===== src/rtl/reg_sweeper.sv =====
// Register-number sweeper: walks regnum from BASE by +/-stride for len steps.
// Latency: first step appears one cycle after go falls; outputs are Moore.
// No backpressure: a sweep runs to completion unless aborted or reset.
module reg_sweeper #(
  parameter int REG_W = 5,
  parameter int BASE  = 8,
  parameter int LEN_W = 4
) (
  input  logic             clock,
  input  logic             reset,
  input  logic             go,
  input  logic             direction,
  input  logic [LEN_W-1:0] len,
  input  logic [REG_W-1:0] stride,
  input  logic             abort,
  output logic [REG_W-1:0] regnum,
  output logic             wen,
  output logic             busy,
  output logic             done
);

  typedef enum logic [1:0] {
    IDLE = 2'd0,
    ARM  = 2'd1,
    RUN  = 2'd2,
    DONE = 2'd3
  } state_t;

  localparam logic [REG_W-1:0] BASE_R = REG_W'(BASE);

  state_t           state;
  state_t           state_nxt;
  logic             dir_q;
  logic [LEN_W-1:0] len_q;
  logic [REG_W-1:0] stride_q;
  logic [LEN_W-1:0] k;
  // Running register number; kept as an accumulator so no multiplier is needed.
  logic [REG_W-1:0] pos;

  // Next-state decode; abort only matters while running.
  always_comb begin
    state_nxt = state;
    case (state)
      IDLE: if (go) state_nxt = ARM;
      ARM: begin
        if (!go) state_nxt = (len == '0) ? DONE : RUN;
      end
      RUN: begin
        if (abort || (k == len_q)) state_nxt = DONE;
      end
      DONE: if (go) state_nxt = ARM;
      default: state_nxt = IDLE;
    endcase
  end

  // State register plus sweep datapath; parameters are captured as ARM is left.
  always_ff @(posedge clock) begin
    if (reset) begin
      state    <= IDLE;
      dir_q    <= 1'b0;
      len_q    <= '0;
      stride_q <= '0;
      k        <= '0;
      pos      <= '0;
    end else begin
      state <= state_nxt;
      case (state)
        ARM: begin
          if (!go) begin
            dir_q    <= direction;
            len_q    <= len;
            stride_q <= stride;
            k        <= LEN_W'(1);
            pos      <= direction ? (BASE_R + stride) : (BASE_R - stride);
          end
        end
        RUN: begin
          // k never passes len_q, so it cannot overflow even at the maximum length.
          if (state_nxt == RUN) begin
            k   <= k + LEN_W'(1);
            pos <= dir_q ? (pos + stride_q) : (pos - stride_q);
          end
        end
        default: ;
      endcase
    end
  end

  // Moore outputs decoded from registered state only.
  always_comb begin
    regnum = '0;
    if (state == ARM) regnum = BASE_R;
    else if (state == RUN) regnum = pos;
    wen  = (state == RUN);
    busy = (state == ARM) || (state == RUN);
    done = (state == DONE);
  end

endmodule

===== config.mk =====
export PLATFORM = sky130hd
export DESIGN_NAME = reg_sweeper
export DESIGN_NICKNAME = d
export VERILOG_FILES = /design/src/rtl/reg_sweeper.sv
export SDC_FILE = /design/constraint.sdc
export NUM_CORES = 1
export LEC_CHECK = 0
export ABC_AREA = 1
export CAP_MARGIN = 30
export CORE_ASPECT_RATIO = 1.75
export CORE_MARGIN = 8
export CORE_UTILIZATION = 36
export CTS_CLUSTER_DIAMETER = 80
export CTS_CLUSTER_SIZE = 12
export DETAILED_ROUTE_END_ITERATION = 8
export PLACE_DENSITY = 0.55
export SYNTH_ARGS = -nofsm -noshare
export SYNTH_HDL_FRONTEND = slang
export SYNTH_SLANG_ARGS = --single-unit

===== constraint.sdc =====
create_clock -name clock -period 2.9 [get_ports clock]
set_clock_uncertainty 0.1 [all_clocks]
set_input_delay 0.58 -clock clock [delete_from_list [all_inputs] [get_ports clock]]
set_output_delay 0.58 -clock clock [all_outputs]
set_load 0.01 [all_outputs]

==> results_dict.tcl <==
set metrics [dict create \
    status "completed" \
    syn-instance-count 222 \
    grt_start_max_net_pins 18 \
    routed-wl-met2_um 2025 \
    multi_input_area_um2 878.3 \
    crit_path_start_kind "flop" \
    cp-end-kind "output pin" \
    pin_count 22 \
    wirelength_met1_um 1530 \
    cts_sinks 21 \
    grt_pass1_wl_um 6555 \
    hold_class "flop to flop" \
    cts-root-buf "clkbuf_8" \
    fmaxAchievable_mhz 383.0 \
    hold_viol_final 0 \
    port_buffers 21 \
    avgViaCountPerCell 4.921 \
    crit_arrival_ns 1.93 \
    mappedNetlistArea_um2 1444 \
    timing.final.ws_setup_ns 0.2891 \
    drc 0 \
    cp_data_required_time_ns 2.22 \
    drt_iter0_drc 31 \
    synth_seq_cells 21 \
    ctsHoldBuffers 0 \
    diodes 0 \
    post_cts_buffers 0 \
    synth.distinct_cells 29 \
    routedWlPerCell_um 12.79 \
    fin_crit_sh_pct 90.03 \
    cap_violations 0 \
    regArea_um2 420.4 \
    finalCriticalPeriod_ns 2.611 \
    cts_resized 0 \
    place_ws_ns 0.5647 \
    clkTransAtPathRegs_ns 0.08 \
    dr_wl_met3_um 64 \
    hpwl_um 2899 \
    p_per_area_nw_per_um2 904.6 \
    maxUsedRoutingLayer "met4" \
    max-slew-margin-rel_pct 62.85 \
    place_congestion 0.8086 \
    synth_top_area_share_pct 29.12 \
    synth_area_leaders "dfxtp_1 (29%), nand2_1 (14%), ha_1 (8.7%)" \
    grt-ovfl-total 0 \
    yosysWarnings 0 \
    startpoint "state[0]" \
    firstDrtPassIters 4 \
    slew_violations 0 \
    grt_pass1_vias 1534 \
    finalSetupViolCount 0 \
    worstSetupPathType "flop to output pin" \
    design.final.nets 269 \
    final_area_um2 1738 \
    utilization_pct 44.95 \
    area_growth_pct 20.36 \
    cts_max_level 1 \
    hp-start "len_q[2]" \
    syn_avg_cell_area_um2 6.504 \
    synth_top_cell_by_area "dfxtp_1" \
    start_util_pct 37.35 \
    worstReg2RegStart "stride_q[0]" \
    die_w_um 63.88 \
    grt_antenna_before_repair 0 \
    die-area_um2 6373 \
    track_usage_pct 12.68 \
    clock_latency_ns 0.26 \
    synth_nets 247 \
    drive_above_1_share_pct 5.761 \
    rsz0062_at_grt "no" \
    num_vias 1432 \
    leakage_nw 0.7886 \
    wl_um 3721 \
    clockBufferDepth 2 \
    die_h_um 99.78 \
    cts_tree "built" \
    placed_area_um2 1693 \
    synth_seq_area_share_pct 29.12 \
    cts_buffers 3 \
    fillers 432 \
    vdd_drop_max_mv 0.4390 \
    ant_nets 0 \
    num_rows 30 \
    worstPathMaxFanout 10 \
    tightest_slew_ns 0.5559 \
    coreArea_um2 3866 \
    tns_ns 0 \
]
-- cell usage after synthesis, drive strengths merged --
library cell  instances
nor2                 31
xnor2                 1
nand3                10
o22ai                 1
o21ai                19
mux2i                 1
inv                  29
or2                   1
buf                   4
o31ai                 2
fa                    1
nand2                57
a31oi                 2
dfxtp                21
nor3                  2
clkbuf                2
a221oi                1
ha                   10
nand4                 1
a22oi                 1
xor2                  1
nand3b                4
a21oi                20
-- final timing paths --
check	endpoint	slack (ns)	cells after the start
worst min register to register	len_q[2]	0.38	2
worst min-delay path	len_q[2]	0.38	2
worst max register to register	pos[4]	0.50	16
worst max-delay path	regnum[3]	0.29	4
-- routing by layer --
layer  global-route usage [%]  vias up
li1                         -      761
met1                    11.73      647
met2                    24.86       15
met3                    2.009        9
met4                    7.081        0
met5                        0        -
-- layout make-up --
| cell class | count | area share (%) |
|---|---|---|
| clock buffer | 4 | 2.592 |
| timing repair buffer | 23 | 12.96 |
| tap | 48 | 3.456 |
| sequential | 21 | 24.19 |
| multi-input combinational | 166 | 50.54 |
| inverter | 29 | 6.263 |
-- critical path, cell delays in order (launching register included) --
cell and delay, ns:
dfxtp_1 0.47, ha_1 0.46, inv_1 0.11, nand2_1 0.09
clkdlybuf4s50_1 0.53
-- cells in the final DEF, fill, tap and decap left out, drive strengths merged --
cell,synthesis,layout
o21ai,19,19
ha,10,10
nand4,1,1
o22ai,1,1
inv,29,29
nand3,10,10
clkbuf,2,4
a221oi,1,1
clkdlybuf4s50,0,21
o31ai,2,2
nand3b,4,4
a22oi,1,1
or2,1,1
mux2i,1,1
a21oi,20,20
nor2,31,31
fa,1,1
xnor2,1,1
nand2,57,57
dfxtp,21,21
a31oi,2,2
nor3,2,2
buf,4,2
xor2,1,1
-- power breakdown --
part	switching, mW	internal (mW)	leakage (nW)
Clock	0.0979	0.0980	0.0228
Sequential	0.110	0.391	0.172
Combinational	0.518	0.357	0.594
Total	0.726	0.846	0.789
-- kinds of logic (layout without fill, tap and decap cells) --
family                   after synthesis  count (layout)  share of synthesized area [%]
AND/OR/NAND/NOR                      106             106                          31.89
AO/OA/AOI/OAI                         46              46                          16.98
buffers and inverters                 35              56                          10.05
flip-flops                            21              21                          29.12
adder cells (fa/ha/maj)               11              11                          10.05
XOR/XNOR                               2               2                          1.213
multiplexers                           1               1                         0.6933
-- registers in the layout, indices dropped and copies added, names as in the netlist --
name      count
pos           5
len_q         4
state         2
stride_q      5
dir_q         1
k             4
-- through the flow --
stage	total power [mW]	cells	hold WS [ns]
3_5_place_dp	1.391	287	0.3703
3_3_place_gp	1.393	287	0.3689
6_report	1.572	291	0.3818
4_1_cts	1.595	291	0.3836
5_1_grt	1.761	291	0.4102
2_1_floorplan	1.142	222	0.3433
No activity file was read; power rests on OpenSTA's default activity.
